<file path="src/rtl/fp16_pkg.sv">
// rtl/fp16_pkg.sv - shared half-precision constants, FSM encoding and special-case classifier
// Purpose : constants and helpers shared by the fpdiv block.
// Contents: BIAS, EXP_MAX, INF_MAG, QNAN, FSM state encoding, spec_t, classify().
package fp16_pkg;

  localparam int          BIAS    = 15;
  localparam int          EXP_MAX = 31;
  localparam logic [14:0] INF_MAG = 15'h7C00;
  localparam logic [15:0] QNAN    = 16'h7E00;

  localparam logic [1:0] ST_IDLE   = 2'd0;
  localparam logic [1:0] ST_DIVIDE = 2'd1;
  localparam logic [1:0] ST_NORM   = 2'd2;
  localparam logic [1:0] ST_DONE   = 2'd3;

  // Result of special-operand screening, decided when the operands are latched.
  typedef struct packed {
    logic        valid;
    logic [15:0] val;
    logic        ovf;
    logic        dz;
  } spec_t;

  // Subnormals count as zero; any exp=31 operand wins over the zero cases.
  function automatic spec_t classify(input logic [15:0] a, input logic [15:0] b);
    spec_t r;
    logic  s;
    logic  az;
    logic  bz;
    logic  ai;
    logic  bi;
    s  = a[15] ^ b[15];
    az = (a[14:10] == 5'd0);
    bz = (b[14:10] == 5'd0);
    ai = (a[14:10] == 5'(EXP_MAX));
    bi = (b[14:10] == 5'(EXP_MAX));
    r  = '0;
    if (ai || bi) begin
      r.valid = 1'b1;
      r.val   = {s, INF_MAG};
      r.ovf   = 1'b1;
    end else if (az && bz) begin
      r.valid = 1'b1;
      r.val   = {s, QNAN[14:0]};
      r.dz    = 1'b1;
    end else if (bz) begin
      r.valid = 1'b1;
      r.val   = {s, INF_MAG};
      r.ovf   = 1'b1;
      r.dz    = 1'b1;
    end else if (az) begin
      r.valid = 1'b1;
      r.val   = {s, 15'h0000};
    end
    return r;
  endfunction

endpackage

</file>
<file path="src/rtl/fpdiv_if.sv">
// rtl/fpdiv_if.sv - request/result bundle for the fpdiv divider
// Purpose : groups the divider handshake and data signals.
// Signals : start, a, b (requester -> divider); busy, done, out, overflow, sub, dz (divider -> requester).
// Modports: master = requester, slave = divider.
interface fpdiv_if;
  logic        start;
  logic [15:0] a;
  logic [15:0] b;
  logic        busy;
  logic        done;
  logic [15:0] out;
  logic        overflow;
  logic        sub;
  logic        dz;

  modport master (output start, a, b, input busy, done, out, overflow, sub, dz);
  modport slave  (input start, a, b, output busy, done, out, overflow, sub, dz);
endinterface

</file>
<file path="src/rtl/fpdiv_step.sv">
// rtl/fpdiv_step.sv - one restoring-division step
// Purpose : compares the partial remainder with the divisor, subtracts when it fits,
//           and returns the doubled remainder for the next step plus the quotient bit.
// Ports   : i_rem (partial remainder, < 2*divisor), i_div (divisor),
//           o_rem (next partial remainder, already shifted), o_bit (quotient bit).
module fpdiv_step #(
  parameter int W = 11
) (
  input  logic [W:0]   i_rem,
  input  logic [W-1:0] i_div,
  output logic [W:0]   o_rem,
  output logic         o_bit
);

  logic [W:0] w_diff;

  assign w_diff = i_rem - {1'b0, i_div};
  assign o_bit  = (i_rem >= {1'b0, i_div});
  // Either branch leaves a value below the divisor, so its top bit is free for the shift.
  assign o_rem  = o_bit ? {w_diff[W-1:0], 1'b0} : {i_rem[W-1:0], 1'b0};

endmodule

</file>
<file path="src/rtl/fpdiv.sv">
// rtl/fpdiv.sv - multi-cycle IEEE-754 half-precision divider
// Purpose : out = a / b, truncating, 14 edges from accepted start to done.
// Ports   : CLK  - clock, rising edge
//           RST  - asynchronous active-high reset
//           bus  - fpdiv_if.slave: start/a/b in, busy/done/out/overflow/sub/dz out
module fpdiv
  import fp16_pkg::*;
#(
  parameter int EXP_W = 5,
  parameter int MAN_W = 10
) (
  input logic   CLK,
  input logic   RST,
  fpdiv_if.slave bus
);

  localparam int QW = MAN_W + 2;

  logic [1:0]       r_state;
  logic [3:0]       r_cnt;
  logic [MAN_W+1:0] r_rem;
  logic [MAN_W:0]   r_div;
  logic [QW-1:0]    r_q;
  logic             r_sign;
  logic [EXP_W-1:0] r_ea;
  logic [EXP_W-1:0] r_eb;
  spec_t            r_spec;
  logic [15:0]      r_out;
  logic             r_ovf;
  logic             r_sub;
  logic             r_dz;
  logic             r_done;

  logic [MAN_W+1:0] w_rem_nxt;
  logic             w_bit;
  logic signed [6:0] w_e;
  logic [MAN_W-1:0] w_frac;

  fpdiv_step #(.W(MAN_W + 1)) u_step (
    .i_rem (r_rem),
    .i_div (r_div),
    .o_rem (w_rem_nxt),
    .o_bit (w_bit)
  );

  // A set top quotient bit means a/b >= 1, so the bias is applied without the -1 correction.
  assign w_e = $signed({{(7-EXP_W){1'b0}}, r_ea}) - $signed({{(7-EXP_W){1'b0}}, r_eb})
             + (r_q[QW-1] ? 7'(BIAS) : 7'(BIAS - 1));
  assign w_frac = r_q[QW-1] ? r_q[QW-2:1] : r_q[QW-3:0];

  always_ff @(posedge CLK or posedge RST) begin
    if (RST) begin
      r_state <= ST_IDLE;
      r_cnt   <= '0;
      r_rem   <= '0;
      r_div   <= '0;
      r_q     <= '0;
      r_sign  <= 1'b0;
      r_ea    <= '0;
      r_eb    <= '0;
      r_spec  <= '0;
      r_out   <= 16'h0000;
      r_ovf   <= 1'b0;
      r_sub   <= 1'b0;
      r_dz    <= 1'b0;
      r_done  <= 1'b0;
    end else begin
      r_done <= 1'b0;
      case (r_state)
        ST_IDLE: begin
          if (bus.start) begin
            r_sign  <= bus.a[15] ^ bus.b[15];
            r_ea    <= bus.a[14:10];
            r_eb    <= bus.b[14:10];
            r_rem   <= {1'b0, 1'b1, bus.a[MAN_W-1:0]};
            r_div   <= {1'b1, bus.b[MAN_W-1:0]};
            r_q     <= '0;
            r_cnt   <= '0;
            r_spec  <= classify(bus.a, bus.b);
            r_ovf   <= 1'b0;
            r_sub   <= 1'b0;
            r_dz    <= 1'b0;
            r_state <= ST_DIVIDE;
          end
        end
        ST_DIVIDE: begin
          // Runs the full 12 steps even for special operands to keep latency fixed.
          r_rem <= w_rem_nxt;
          r_q   <= {r_q[QW-2:0], w_bit};
          r_cnt <= r_cnt + 4'd1;
          if (r_cnt == 4'(QW - 1)) begin
            r_state <= ST_NORM;
          end
        end
        ST_NORM: begin
          if (r_spec.valid) begin
            r_out <= r_spec.val;
            r_ovf <= r_spec.ovf;
            r_dz  <= r_spec.dz;
          end else if (w_e >= 7'(EXP_MAX)) begin
            r_out <= {r_sign, INF_MAG};
            r_ovf <= 1'b1;
          end else if (w_e <= 7'sd0) begin
            r_out <= {r_sign, 15'h0000};
            r_sub <= 1'b1;
          end else begin
            r_out <= {r_sign, w_e[EXP_W-1:0], w_frac};
          end
          r_state <= ST_DONE;
        end
        default: begin
          r_done  <= 1'b1;
          r_state <= ST_IDLE;
        end
      endcase
    end
  end

  assign bus.busy     = (r_state != ST_IDLE);
  assign bus.done     = r_done;
  assign bus.out      = r_out;
  assign bus.overflow = r_ovf;
  assign bus.sub      = r_sub;
  assign bus.dz       = r_dz;

endmodule

</file>
<file path="src/flat_wrapper.sv">
// flat-port wrapper written by rule: the top's interface ports become plain ports
module fpdiv_flat import fp16_pkg::*;
#(
  parameter int EXP_W = 5,
  parameter int MAN_W = 10
)
  (CLK, RST, bus_start, bus_a, bus_b, bus_busy, bus_done, bus_out, bus_overflow, bus_sub, bus_dz);
  fpdiv_if bus_i ();
  input logic CLK;
  input logic RST;
  input wire logic [$bits(bus_i.start)-1:0] bus_start;
  input wire logic [$bits(bus_i.a)-1:0] bus_a;
  input wire logic [$bits(bus_i.b)-1:0] bus_b;
  output wire logic [$bits(bus_i.busy)-1:0] bus_busy;
  output wire logic [$bits(bus_i.done)-1:0] bus_done;
  output wire logic [$bits(bus_i.out)-1:0] bus_out;
  output wire logic [$bits(bus_i.overflow)-1:0] bus_overflow;
  output wire logic [$bits(bus_i.sub)-1:0] bus_sub;
  output wire logic [$bits(bus_i.dz)-1:0] bus_dz;
  assign bus_i.start = bus_start;
  assign bus_i.a = bus_a;
  assign bus_i.b = bus_b;
  assign bus_busy = bus_i.busy;
  assign bus_done = bus_i.done;
  assign bus_out = bus_i.out;
  assign bus_overflow = bus_i.overflow;
  assign bus_sub = bus_i.sub;
  assign bus_dz = bus_i.dz;
  fpdiv #(.EXP_W(EXP_W), .MAN_W(MAN_W)) u_core (.CLK(CLK), .RST(RST), .bus(bus_i));
endmodule
</file>
<file path="config.mk">
export PLATFORM = sky130hd
export DESIGN_NAME = fpdiv_flat
export DESIGN_NICKNAME = d
export VERILOG_FILES = /design/src/rtl/fp16_pkg.sv /design/src/rtl/fpdiv_if.sv /design/src/rtl/fpdiv_step.sv /design/src/rtl/fpdiv.sv /design/src/flat_wrapper.sv
export SDC_FILE = /design/constraint.sdc
export NUM_CORES = 1
export LEC_CHECK = 0
export ABC_CLOCK_PERIOD_IN_PS = 3100
export CAP_MARGIN = 20
export CORE_MARGIN = 4
export CORE_UTILIZATION = 50
export CTS_CLUSTER_SIZE = 25
export DETAILED_ROUTE_END_ITERATION = 6
export GPL_TIMING_DRIVEN = 0
export PLACE_DENSITY = 0.76
export REMOVE_ABC_BUFFERS = 1
export SETUP_SLACK_MARGIN = 0.4
export SYNTH_ARGS = -nofsm -noshare
export SYNTH_HDL_FRONTEND = slang
export SYNTH_SLANG_ARGS = --single-unit
</file>
<file path="constraint.sdc">
create_clock -name CLK -period 3.1 [get_ports CLK]
set_clock_uncertainty 0.15 [all_clocks]
set_input_delay 0.465 -clock CLK [delete_from_list [all_inputs] [get_ports CLK]]
set_output_delay 0.465 -clock CLK [all_outputs]
set_load 0.01 [all_outputs]
</file>
==> flow_summary_export.csv <==
group,metric,value,unit
placement,place_inst,588,
synth,ys_seq_area_share,44.4,%
grt,antenna_found_initial,0,
synth,syn_avg_cell_area,10.0,um^2
placement,dp_hpwl,6740,um
clock_tree,worst_skew_pair.late_latency,350,ps
placement,port_buffers,55,
clock_tree,root_buffer,"clkbuf_8",
finish,final_cell_mix,"dfrtp_1 (78), clkdlybuf4s50_1 (55), inv_1 (33), o21ai_0 (33), mux2_2 (32)",
floorplan,dieArea,10400,um^2
synth,synthXorXnorAreaFrac,2.33,%
clock_tree,cts_tree,"yes",
floorplan,core_area,8380,um^2
timing,whs,258,ps
finish,instances_no_fill,617,
routing,viasPerCell,5.69,
grt,grt_max_degree,60,
grt,grt_usage,19.4,%
synth,synth_top_family_by_area,"compound AO/OA/AOI/OAI gates",
clock_tree,htreeDepth,3,
synth,synth_compound_area_share,18.0,%
finish,mostFrequentLayoutCell,"dfrtp_1",
finish,layout-area-overhead-vs-synth,25.9,%
placement,place_ws,-143,ps
finish,final_nets,567,
grt,grt_pass1_vias,3493,
routing,wl_per_cell,15.7,um
power_and_ir_drop,peakVddDrop,0.826,mV
synth,synth.top_cell.area_share,44.4,%
routing,num_vias,3513,
finish,design_area,5540,um^2
floorplan,die_x,102,um
placement,postPlaceCellArea,5100,um^2
clock_tree,path_clk_slew,90,ps
timing,final-hold-violation-count,0,
timing,fin_ws,47.4,ps
clock_tree,cts_sinks,78,
worst_setup_path,end_kind,"flop",
floorplan,die_h,102,um
floorplan,num_io_pins,56,
floorplan,start_util,52.5,%
status,status,"finished, final reports clean",
routing,drt-pass1-iter-count,4,
worst_setup_path,critical_path_class,"reg -> reg",
worst_setup_path,arrival,3190,ps
clock_tree,cts_made_buffers,9,
timing,rsz0062_at_grt,"yes",
worst_hold_path,min_path_type,"in -> async",
synth,yosys-top-cells-area,"dfrtp_1 (44%), mux2_2 (8.2%), ha_1 (6.5%)",
synth,synth_edf_count,0,
finish,drive_gt1_share,18.8,%
floorplan,row_count,33,
timing,drv_slew,0,
synth,syn_inst,439,
synth,synth_cell_types,57,
finish,finish.utilization,66.1,%
timing,fin_crit,3050,ps
routing,drt_iter0_markers,149,
clock_tree,clockBufferDepth,2,
synth,synth_flop_cell,"dfrtp_1",
worst_setup_path,start_kind,"flop",
synth,synthMuxAreaShare,9.90,%
synth,synth_top_area_cell,"dfrtp_1",
synth,yosysWarnings,0,
clock_tree,postCtsHoldBufs,0,
timing,setup_viol,0,
flow_run,max_cap_viol_count,0,
timing,relSlewSlack,61.4,%
worst_setup_path,worst_ep_required_time,3240,ps
power_and_ir_drop,powerDensity,1350,nW/um^2
synth,yosys.area_share.simple,13.7,%
timing,clock.fmax,328,MHz
routing,routed_wl,9700,um
synth,netlist_area,4400,um^2
routing,drc,0,
worst_setup_path,worstPathMaxFanout,9,
synth,ys_async_sr_fraction,100,%
grt,grt-ovfl-total,0,
synth,yosys_register_bits,78,
power_and_ir_drop,p_leak,0.00250,uW
grt,grt_pass1_wl,16100,um
timing,period_share,98.5,%
timing,tightest_slew,579,ps
routing,ant_nets,0,
finish,antenna_cells,0,
placement,gp_congestion,0.862,
synth,synth_fa_ha_area_share,7.46,%
==> state kept, by name, indices dropped and copies added (netlist names), 2 cells and up <==
signal	count
u_core.bus.out	16
u_core.r_q	12
u_core.r_rem	12
u_core.r_div	11
u_core.r_spec	6
u_core.r_ea	5
u_core.r_eb	5
u_core.r_cnt	4
u_core.r_state	2
==> cells by family (layout without fill, tap and decap cells) <==
kind of cell,Yosys count,count (layout)
XOR/XNOR,10,10
flip-flops,78,78
AND/OR/NAND/NOR,118,118
adder cells (fa/ha/maj),25,25
AO/OA/AOI/OAI,120,120
buffers and inverters,49,122
multiplexers,39,39
==> worst max-delay path, cell delays in order (launching register included) <==
cell and delay [ps]:
dfrtp_1 410, ha_2 210, fa_2 580, ha_4 210, or2b_2 160, o21ai_1 60
mux2_4 270, or4_4 510, a21oi_4 170, buf_12 140, a31o_1 130
==> metal layers <==
metal	track usage, %	up-vias	part of all wire, %
met3	2.75	17	3.2
met5	0	-	0
met1	25.9	1719	46
met4	6.13	0	1.4
met2	32.6	77	49
li1	-	1700	-
==> path summary, 6_finish.rpt <==
| path | from | cells past startpoint | endpoint | slack (ps) |
|---|---|---|---|---|
| worst min-delay path | RST | 2 | u_core.bus.out[6]$_DFFE_PP0P_ | 260 |
| max in group asynchronous | RST | 3 | u_core.bus.dz$_DFFE_PP0P_ | 1970 |
| worst min register to register | u_core.r_div[10]$_DFFE_PP0P_ | 2 | u_core.r_div[10]$_DFFE_PP0P_ | 300 |
| worst max register to register | u_core.r_eb[0]$_DFFE_PP0P_ | 10 | u_core.bus.out[0]$_DFFE_PP0P_ | 50 |
| worst max-delay path | u_core.r_eb[0]$_DFFE_PP0P_ | 10 | u_core.bus.out[0]$_DFFE_PP0P_ | 50 |
| min in group CLK | u_core.r_div[10]$_DFFE_PP0P_ | 2 | u_core.r_div[10]$_DFFE_PP0P_ | 300 |
==> Yosys cell counts (6+ instances only) <==
cell type / n
a22o_1: 14
and3_1: 7
dfrtp_1: 78
inv_1: 34
o22ai_1: 7
nand3_1: 8
nor2b_1: 14
a21oi_1: 24
nor2_1: 28
nand2_1: 30
mux2i_1: 6
a31o_1: 9
ha_1: 23
o21ai_0: 35
nor3_1: 6
nand2b_1: 6
clkbuf_1: 11
mux2_2: 32
==> layout make-up <==
| class | instances | area (um^2) |
|---|---|---|
| flip-flops and latches | 78 | 1950 |
| well taps | 105 | 131 |
| clock buffers | 9 | 124 |
| multi-input cells | 312 | 2350 |
| fillers | 670 | 2850 |
| repair buffers | 71 | 743 |
| inverters | 35 | 134 |
| clock inverters | 7 | 98.8 |
==> report_power, final <==
group	switching, uW	total (uW)	leakage [uW]	internal, uW
registers	240	1600	0.000990	1360
logic	2620	5020	0.00140	2400
clock network	403	860	0.000109	456
==> metrics by stage <==
stage	total power (uW)	setup TNS (ps)
after floorplan	4680	0
after global placement	5510	-72000
after detailed placement	5710	-1280
after CTS	7270	0
after global routing	8100	-192
final	7470	0
==> repair_timing <==
| action | in CTS | in global routing |
|---|---|---|
| setup endpoints to repair | 41 | 29 |
| pin swaps | 7 | 2 |
| gates resized for setup | 10 | 11 |
| buffers inserted | 11 | 2 |
| endpoints found under the hold margin | 0 | 0 |
Power figures use the tool's default switching activity.
